<file path="config.mk">
export PLATFORM = sky130hd
export DESIGN_NAME = power_rail_sequencer
export DESIGN_NICKNAME = d
export VERILOG_FILES = /design/src/rtl/power_rail_sequencer.sv
export SDC_FILE = /design/constraint.sdc
export NUM_CORES = 1
export LEC_CHECK = 0
export ABC_AREA = 1
export CAP_MARGIN = 20
export CELL_PAD_IN_SITES_DETAIL_PLACEMENT = 1
export CELL_PAD_IN_SITES_GLOBAL_PLACEMENT = 2
export CORE_ASPECT_RATIO = 0.9
export CORE_MARGIN = 2
export CORE_UTILIZATION = 37
export DETAILED_ROUTE_END_ITERATION = 6
export PLACE_DENSITY = 0.87
export SLEW_MARGIN = 10
export SYNTH_ARGS = -nofsm -noshare
export SYNTH_HDL_FRONTEND = slang
export SYNTH_SLANG_ARGS = --single-unit
</file>
<file path="constraint.sdc">
create_clock -name clk -period 2.4 [get_ports clk]
set_input_delay 0.48 -clock clk [delete_from_list [all_inputs] [get_ports clk]]
set_output_delay 0.48 -clock clk [all_outputs]
set_load 0.02 [all_outputs]
</file>
<file path="src/rtl/power_rail_sequencer.sv">
// Two-rail power sequencer: ordered bring-up, reverse-order shutdown, latched faults.
module power_rail_sequencer #(
  parameter int unsigned SETTLE_CYCLES   = 50000,
  parameter int unsigned TIMEOUT_CYCLES  = 5000000,
  parameter int unsigned DEBOUNCE_CYCLES = 16
) (
  input  logic       clk,
  input  logic       reset_n,
  input  logic       enable_req,
  input  logic       fault_clear,
  input  logic [5:0] power_sense,
  output logic [1:0] power_control,
  output logic       power_good,
  output logic       fault,
  output logic [7:0] fault_code,
  output logic [3:0] seq_state
);

  localparam int unsigned SENSE_W = 6;
  localparam int unsigned CNT_MAX = (TIMEOUT_CYCLES > SETTLE_CYCLES) ? TIMEOUT_CYCLES : SETTLE_CYCLES;
  localparam int unsigned CNT_W   = $clog2(CNT_MAX);
  localparam int unsigned DB_W    = $clog2(DEBOUNCE_CYCLES + 1);

  localparam logic [CNT_W-1:0] TMO_LAST    = CNT_W'(TIMEOUT_CYCLES - 1);
  localparam logic [CNT_W-1:0] SETTLE_LAST = CNT_W'(SETTLE_CYCLES - 1);
  localparam logic [DB_W-1:0]  DB_LAST     = DB_W'(DEBOUNCE_CYCLES - 1);

  localparam logic [3:0] ST_IDLE    = 4'd0;
  localparam logic [3:0] ST_EN0     = 4'd1;
  localparam logic [3:0] ST_SETTLE0 = 4'd2;
  localparam logic [3:0] ST_EN1     = 4'd3;
  localparam logic [3:0] ST_SETTLE1 = 4'd4;
  localparam logic [3:0] ST_ON      = 4'd5;
  localparam logic [3:0] ST_DOWN1   = 4'd6;
  localparam logic [3:0] ST_DOWN0   = 4'd7;
  localparam logic [3:0] ST_FAULT   = 4'd8;

  localparam logic [3:0] CAUSE_NONE     = 4'd0;
  localparam logic [3:0] CAUSE_TMO0     = 4'd1;
  localparam logic [3:0] CAUSE_LOST0    = 4'd2;
  localparam logic [3:0] CAUSE_TMO1     = 4'd3;
  localparam logic [3:0] CAUSE_LOST1    = 4'd4;

  logic [SENSE_W-1:0] sync_q1, sync_q2, deb_q;
  logic [DB_W-1:0]    db_cnt_q [SENSE_W];
  logic [CNT_W-1:0]   cnt_q;
  logic [3:0]         state_q, state_nxt, cause_nxt;
  logic [1:0]         pc_nxt;
  logic               grp0, grp1, tmo_done, settle_done;

  // Two-flop synchronizer for the asynchronous sense pins
  always_ff @(posedge clk or negedge reset_n) begin
    if (!reset_n) begin
      sync_q1 <= '0;
      sync_q2 <= '0;
    end else begin
      sync_q1 <= power_sense;
      sync_q2 <= sync_q1;
    end
  end

  // Per-bit debouncer: flip only after DEBOUNCE_CYCLES consecutive disagreements
  always_ff @(posedge clk or negedge reset_n) begin
    if (!reset_n) begin
      deb_q <= '0;
      for (int i = 0; i < int'(SENSE_W); i++) db_cnt_q[i] <= '0;
    end else begin
      for (int i = 0; i < int'(SENSE_W); i++) begin
        if (sync_q2[i] == deb_q[i]) begin
          db_cnt_q[i] <= '0;
        end else if (db_cnt_q[i] == DB_LAST) begin
          deb_q[i]    <= sync_q2[i];
          db_cnt_q[i] <= '0;
        end else begin
          db_cnt_q[i] <= db_cnt_q[i] + DB_W'(1);
        end
      end
    end
  end

  assign grp0        = &deb_q[2:0];
  assign grp1        = &deb_q[5:3];
  assign tmo_done    = (cnt_q == TMO_LAST);
  assign settle_done = (cnt_q == SETTLE_LAST);

  // Next-state logic; rail loss beats timeout/settle beats enable drop
  always_comb begin
    state_nxt = state_q;
    cause_nxt = CAUSE_NONE;
    case (state_q)
      ST_IDLE: if (enable_req && !fault) state_nxt = ST_EN0;
      ST_EN0: begin
        if (grp0)             state_nxt = ST_SETTLE0;
        else if (tmo_done)    begin state_nxt = ST_FAULT; cause_nxt = CAUSE_TMO0; end
        else if (!enable_req) state_nxt = ST_DOWN0;
      end
      ST_SETTLE0: begin
        if (!grp0)            begin state_nxt = ST_FAULT; cause_nxt = CAUSE_LOST0; end
        else if (settle_done) state_nxt = ST_EN1;
        else if (!enable_req) state_nxt = ST_DOWN0;
      end
      ST_EN1: begin
        if (!grp0)            begin state_nxt = ST_FAULT; cause_nxt = CAUSE_LOST0; end
        else if (grp1)        state_nxt = ST_SETTLE1;
        else if (tmo_done)    begin state_nxt = ST_FAULT; cause_nxt = CAUSE_TMO1; end
        else if (!enable_req) state_nxt = ST_DOWN1;
      end
      ST_SETTLE1: begin
        if (!grp0)            begin state_nxt = ST_FAULT; cause_nxt = CAUSE_LOST0; end
        else if (!grp1)       begin state_nxt = ST_FAULT; cause_nxt = CAUSE_LOST1; end
        else if (settle_done) state_nxt = ST_ON;
        else if (!enable_req) state_nxt = ST_DOWN1;
      end
      ST_ON: begin
        if (!grp0)            begin state_nxt = ST_FAULT; cause_nxt = CAUSE_LOST0; end
        else if (!grp1)       begin state_nxt = ST_FAULT; cause_nxt = CAUSE_LOST1; end
        else if (!enable_req) state_nxt = ST_DOWN1;
      end
      ST_DOWN1: if (settle_done) state_nxt = ST_DOWN0;
      ST_DOWN0: if (settle_done) state_nxt = ST_IDLE;
      ST_FAULT: if (fault_clear && !enable_req) state_nxt = ST_IDLE;
      default:  state_nxt = ST_IDLE;
    endcase
  end

  // Rail enables implied by the upcoming state
  always_comb begin
    pc_nxt = 2'b00;
    case (state_nxt)
      ST_EN0, ST_SETTLE0, ST_DOWN1: pc_nxt = 2'b01;
      ST_EN1, ST_SETTLE1, ST_ON:    pc_nxt = 2'b11;
      default:                      pc_nxt = 2'b00;
    endcase
  end

  // State, shared saturating counter and registered outputs
  always_ff @(posedge clk or negedge reset_n) begin
    if (!reset_n) begin
      state_q       <= ST_IDLE;
      cnt_q         <= '0;
      power_control <= 2'b00;
      power_good    <= 1'b0;
      fault         <= 1'b0;
      fault_code    <= 8'h00;
    end else begin
      state_q       <= state_nxt;
      if (state_nxt != state_q) cnt_q <= '0;
      else if (cnt_q != '1)     cnt_q <= cnt_q + CNT_W'(1);
      power_control <= pc_nxt;
      power_good    <= (state_nxt == ST_ON);
      fault         <= (state_nxt == ST_FAULT);
      if (state_nxt == ST_FAULT && state_q != ST_FAULT) fault_code <= {state_q, cause_nxt};
      else if (state_nxt != ST_FAULT)                   fault_code <= 8'h00;
    end
  end

  assign seq_state = state_q;

endmodule
</file>
==> results of run 1 <==
[registers in the layout, summed over array words and instances, names as in the netlist]
name           count
fault_code         7
sync_q2            6
sync_q1            6
db_cnt_q          30
power_control      2
power_good         1
fault              1
seq_state          4
deb_q              6
cnt_q             23
[cells in the mapped netlist (7+ instances only)]
library cell / number
nand2_1: 88
dfrtp_1: 86
nor2_1: 62
inv_1: 58
nand3_1: 37
nor2_4: 24
o21ai_0: 16
nor3_1: 13
xor2_1: 12
a21oi_1: 11
inv_2: 11
nand2_2: 9
xnor2_1: 9
nand4_1: 8
ha_1: 7
nor2_2: 7
[metal layers]
| layer | up-vias | part of all wire [%] | GRT usage, % |
|---|---|---|---|
| met5 | - | 0 | 0 |
| met4 | 0 | 1.5 | 6.05 |
| met3 | 13 | 3.7 | 5.46 |
| met2 | 38 | 49 | 29.1 |
| met1 | 1609 | 46 | 21.4 |
| li1 | 1644 | - | - |
[kinds of logic after synthesis]
family | count (synthesis) | share of synthesized area, %
and+or+nand+nor | 262 | 31.6
DFF | 86 | 48.6
buffers and inverters | 73 | 7.09
AOI/OAI and AO/OA | 39 | 5.03
xor gates and xnor gates | 21 | 4.15
adders and majority gates | 7 | 1.98
muxes | 6 | 1.53
other | 1 | 0.0847
[layout make-up]
| cell class | count | area (sq um) |
|---|---|---|
| fillers | 1357 | 6330 |
| flip-flops and latches | 86 | 2150 |
| multi-input cells | 336 | 1960 |
| repair buffers | 34 | 350 |
| clock buffers | 12 | 267 |
| inverters | 69 | 259 |
| well taps | 156 | 195 |
| clock inverters | 4 | 53.8 |
[worst max-delay path, cell delays in order, from the launching register on]
cell and delay (ns):
dfrtp_1 0.38, ha_1 0.24, nand3_4 0.08, buf_4 0.17, nor2_8 0.14, nand3_4 0.12
nand2_2 0.09, nand2_1 0.07, nor2_2 0.14, nand2_2 0.11, nand2_2 0.07, nand2_2 0.07
nand3_4 0.09, buf_12 0.22, nor2_1 0.06
[worst max-delay path by stage]
stage	startpoint	endpoint	slack, ns	cells after the start
CTS	cnt_q[0]	cnt_q[1]	0.17	14
global route	cnt_q[1]	cnt_q[1]	0.06	14
floorplan	seq_state[1]	cnt_q[3]	0.56	12
detailed placement	enable_req	cnt_q[1]	0.13	13
finish	cnt_q[0]	cnt_q[1]	0.22	14
global placement	enable_req	cnt_q[0]	0.18	13
[stage by stage]
step,instance area [sq um],setup WS (ns),power (mW)
final,5240,0.217,4.67
after global placement,4920,0.176,3.20
after detailed placement,4920,0.132,3.23
after CTS,5240,0.166,4.75
after global routing,5240,0.0598,4.96
after floorplan,4430,0.564,2.78
[power groups by stage]
stage | Clock [mW] | Sequential [mW] | Combinational, mW
floorplan | 0 | 1.77 | 1.01
global placement | 0 | 1.71 | 1.50
detailed placement | 0 | 1.71 | 1.52
CTS | 1.52 | 1.69 | 1.54
global route | 1.58 | 1.70 | 1.68
finish | 1.48 | 1.68 | 1.51
==> key figures, run 1 <==
Timing
  – Setup TNS: 0 ns
  – Fin. Hold Viols: 0
  – Period utilisation layout: 91.0%
  – Slew @ Worst Pin: 0.584 ns
  – Fmax: 458 MHz
  – Worst slew margin: 61.1%
  – Final setup fails: 0
  – Fin. max-slew vios: 0
  – Final Skew: 0.00736 ns
  – Clock period minus worst slack: 2.18 ns
  – RSZ-0062 raised after global routing: false
  – WHS: 0.128 ns

Critical path
  – Kind of critical path: register to register
  – Reg2Reg Depth: 14
  – Worst Path Required: 2.63 ns
  – Crit end category: register
  – Crit path launch type: register
  – FF-to-FF Start: cnt_q[0]
  – Reg-to-reg slack, setup: 0.22 ns
  – Critical Path Fanout Max: 16
  – RR Endpoint: cnt_q[1]
  – Worst path arrival time: 2.41 ns

Power
  – P per Cell Area: 892 mW/mm^2
  – Sw Ratio: 35.7%
  – Reg power frac: 36.0%
  – Pint: 3.00 mW
  – Logic pwr share: 32.4%
  – Clock power share: 31.6%
  – Worst VDD drop: 0.549 mV
  – P_sw: 1.67 mW
  – Static leakage: 2.41 nW

Clocking
  – Root buf cell: clkbuf_16
  – Post-CTS Repair Setup Buffers: 0
  – H-tree levels: 3
  – CTS clk-pin slew, worst paths: 0.06 ns
  – CTS tree: yes
  – Clock Latency Late Sink: 0.35 ns
  – CTS Buffer Depth: 2
  – Hold-fix buffers, CTS: 0
  – CTS Buf Count: 9
  – Resized cells post-CTS: 0
  – Clock sinks: 86

Cells and area
  – Fraction of layout cells with a size suffix above 1: 17.4%
  – Finished Core Util: 45.3%
  – Commonest non-fill, non-tap cells in the layout: nand2_1, dfrtp_1, nor2_1
  – Layout Nets: 553
  – Commonest non-fill, non-tap cell in the layout: nand2_1
  – Diodes inserted: 0
  – Layout Cells excl Fill: 697
  – Syn-to-layout area delta: 18.3%

Yosys
  – Synth Cell Area: 0.00443 sq mm
  – Synth top area share: 48.6%
  – Syn nets: 512
  – Area leader, netlist: dfrtp_1
  – Post-synth EDFFs: 0
  – Synth Register Bits: 86
  – Post-synth cell types: 32
  – Post-synthesis async set-or-reset flop share: 100%
  – Syn_area_per_cell: 8.95 sq um
  – Yosys warning total: 0
  – Synth Instances: 495
  – Synth area leaders: dfrtp_1, nand2_1, nor2_4
  – Sequential area share after synthesis: 48.6%
  – Post-synth top flop: dfrtp_1

Floorplanning
  – Core area: 0.0116 sq mm
  – Row count: 37
  – I/O pin total: 26
  – Die width: 119 um
  – Die Height: 108 um
  – Initial Util: 38.3%
  – DIE AREA: 0.0129 sq mm

Flow run
  – MaxCap Viol Count: 0

Global route
  – First-pass GRT wire length: 17,400 um
  – Total gr overflow: 0
  – GRT Total Usage: 17.4%
  – Antenna violations before repair: 0
  – Largest net degree at the start of global routing: 46
  – Vias in the first global route: 3,628

Route
  – 1st-iter DRT viols: 165
  – Via density: 4.74
  – 1st-pass router iterations: 4
  – Routed WL per cell: 14.1 um
  – Antenna Nets Post-Route: 0
  – # DRC: 0
  – Total number of vias: 3,304
  – Final WL: 9850 um

Hold path
  – Hold Crit Class: input port to async pin

Placement
  – IO Port Bufs: 24
  – Gpl congestion: 0.864
  – Final HPWL DP: 7190 um
  – Placed Cells: 681

Outcome
  – Status: finished, final reports clean
(Power assumes the default switching activity.)
==> inputs of run 2 (changes only) <==
--- a/config.mk
+++ b/config.mk
@@ -11,9 +11,10 @@
 export CELL_PAD_IN_SITES_GLOBAL_PLACEMENT = 2
 export CORE_ASPECT_RATIO = 0.9
 export CORE_MARGIN = 2
-export CORE_UTILIZATION = 37
+export CORE_UTILIZATION = 34
 export DETAILED_ROUTE_END_ITERATION = 6
-export PLACE_DENSITY = 0.87
+export PLACE_DENSITY = 0.84
+export RECOVER_POWER = 100
 export SLEW_MARGIN = 10
 export SYNTH_ARGS = -nofsm -noshare
 export SYNTH_HDL_FRONTEND = slang
==> constraint.sdc (replaced) <==
create_clock -name clk -period 1.8 [get_ports clk]
set_input_delay 0.36 -clock clk [delete_from_list [all_inputs] [get_ports clk]]
set_output_delay 0.36 -clock clk [all_outputs]
set_load 0.02 [all_outputs]
==> run 2 against run 1 <==
The flow now finishes with violations (negative setup slack). Non-clock buffer count increased by 88. Global-route usage is 0.22 points lower. First-iteration DRC count shrank 48%. Utilization increased by 2.3 points. Sequential share of layout area down 5.4 points. Die area up 8.5%. Register-to-register slack worse by 0.41 ns. Cell area increased by 15%. Final cell count rose by 14%. Sequential power rose by 33%. Via count is 12% higher. Hold slack improved by 0.22 ns. Critical path type unchanged. Critical endpoint is now cnt_q[8].
==> key figures, run 2 (synthesis gave the netlist of run 1 again) <==
Critical path
  – Critical Path Fanout Max: 8
  – Crit path launch type: register
  – Worst path arrival time: 2.23 ns
  – Kind of critical path: register to register
  – Worst Path Required: 2.03 ns
  – Crit end category: register

Timing
  – Setup slack after layout: -0.197 ns
  – WHS: 0.351 ns
  – Fmax: 501 MHz
  – Clock period minus worst slack: 2.00 ns
  – Fin. max-slew vios: 0
  – Worst slew margin: 43.5%
  – Fin. Hold Viols: 0
  – Slew @ Worst Pin: 0.847 ns
  – Final setup fails: 26
  – RSZ-0062 raised after global routing: true
  – Final Skew: 0.00792 ns
  – Period utilisation layout: 111%

Flow run
  – MaxCap Viol Count: 0

Cells and area
  – Diodes inserted: 0
  – Layout Cells excl Fill: 792
  – Reg with most FFs: db_cnt_q
  – Fraction of layout cells with a size suffix above 1: 32.5%
  – Max reg flops: 30
  – Layout Nets: 641
  – Commonest non-fill, non-tap cells in the layout: nand2_1, dfrtp_1, buf_4
  – Top Registers: db_cnt_q x30, cnt_q x23, fault_code x7
  – Syn-to-layout area delta: 36.4%

Floorplanning
  – Core area: 0.0127 sq mm
  – Row count: 39
  – DIE AREA: 0.0140 sq mm
  – Die width: 124 um
  – Die Height: 112 um
  – Initial Util: 34.9%
  – I/O pin total: 26

Power
  – Worst VDD drop: 0.484 mV
  – P per Cell Area: 1110 mW/mm^2
  – Static leakage: 2.90 nW

Clocking
  – CTS Buf Count: 9
  – CTS tree: yes
  – Root buf cell: clkbuf_16
  – H-tree levels: 3
  – Clock sinks: 86
  – CTS clk-pin slew, worst paths: 0.06 ns
  – Clock Latency Late Sink: 0.35 ns
  – CTS Buffer Depth: 2

Global route
  – Total gr overflow: 0
  – Vias in the first global route: 4,133
  – First-pass GRT wire length: 19,300 um
  – Largest net degree at the start of global routing: 34
  – Antenna violations before repair: 0
  – GRT Total Usage: 17.2%

Route
  – Via density: 4.67
  – Antenna Nets Post-Route: 0
  – Post-Route M1 WL: 5100 um
  – 1st-pass router iterations: 4
  – # DRC: 0
  – Final WL: 11,400 um
  – 1st-iter DRT viols: 86
  – Routed WL per cell: 14.4 um
  – Met3 wire len: 266 um
  – DR WL met2: 5830 um
  – Top Metal Used: met4
  – Total number of vias: 3,698

Placement
  – Final HPWL DP: 8750 um
  – Placed Cells: 771
  – Gpl congestion: 0.852
  – IO Port Bufs: 24

Outcome
  – Status: finished, violations left
  – Violated checks: negative setup slack

Hold path
  – Hold Crit Class: register to register
[run 2: power by group]
group / leakage [nW] / internal, mW / total, mW / switching [mW]
Sequential: 1.14 / 2.10 / 2.24 / 0.134
Clock: 0.145 / 1.11 / 1.89 / 0.781
Combinational: 1.61 / 1.08 / 2.58 / 1.50
[run 2: path summary, 6_finish.rpt]
| kind | startpoint | endpoint | slack, ns | cells past startpoint |
|---|---|---|---|---|
| max | cnt_q[0] | cnt_q[8] | -0.20 | 14 |
| min | sync_q1[2] | sync_q2[2] | 0.35 | 0 |
| max reg2reg | cnt_q[0] | cnt_q[8] | -0.20 | 14 |
| min reg2reg | sync_q1[2] | sync_q2[2] | 0.35 | 0 |
| max in group asynchronous | reset_n | cnt_q[1] | 0.13 | 3 |
| min in group asynchronous | reset_n | db_cnt_q[12] | 0.65 | 2 |
[run 2: timing repair]
item                                    4_1_cts  5_1_grt
gates resized for setup                      19       27
endpoints found under the setup margin       31       28
hold buffers                                  1        0
endpoints found under the hold margin        31        0
setup buffers                                 1        4
pin swaps                                     3       11
[run 2: worst max-delay path, stage by stage, from the launching register on]
cell     delay [ns]
dfrtp_1        0.40
ha_4           0.17
nand3_4        0.09
buf_12         0.15
nor2_8         0.11
nand3_4        0.13
nand2_4        0.10
nand2_4        0.05
nor2_4         0.10
nand2_2        0.07
nand2_2        0.07
nand2_2        0.06
nand3_4        0.13
buf_12         0.18
nor2_4         0.03
[run 2: area by class of cell]
cell class              instances  area, sq um
fillers                      1485         6650
well taps                     164          205
inverters                      69          259
flip-flops and latches         86         2160
clock inverters                 5         60.1
multi-input cells             336         2120
repair buffers                122         1000
clock buffers                  10          239
[run 2: per-stage QoR]
stage	util [%]	worst slack [ns]	setup TNS [ns]	area (sq um)	power [mW]
after floorplan	-	0.00838	0	4440	3.72
after global placement	44.1	-0.269	-6.33	5590	4.70
after detailed placement	44.1	-0.315	-7.48	5590	4.78
after CTS	47.1	-0.216	-4.69	5970	6.73
after global routing	47.6	-0.303	-10.08	6040	7.07
final	47.6	-0.197	-4.48	6040	6.71
[run 2: metal layers]
| layer | up-vias | track usage, % |
|---|---|---|
| met2 | 35 | 30.4 |
| met3 | 16 | 2.91 |
| met5 | - | 0 |
| li1 | 1825 | - |
| met1 | 1822 | 21.0 |
| met4 | 0 | 6.89 |
==> inputs of run 3 (changes only) <==
--- a/config.mk
+++ b/config.mk
@@ -13,9 +13,10 @@
 export CORE_MARGIN = 2
 export CORE_UTILIZATION = 34
 export DETAILED_ROUTE_END_ITERATION = 6
+export GPL_ROUTABILITY_DRIVEN = 0
 export PLACE_DENSITY = 0.84
 export RECOVER_POWER = 100
-export SLEW_MARGIN = 10
+export SLEW_MARGIN = 20
 export SYNTH_ARGS = -nofsm -noshare
 export SYNTH_HDL_FRONTEND = slang
 export SYNTH_SLANG_ARGS = --single-unit
==> results of run 3 <==
Same layout as run 2: the final DEF is identical, and so are final timing and power.
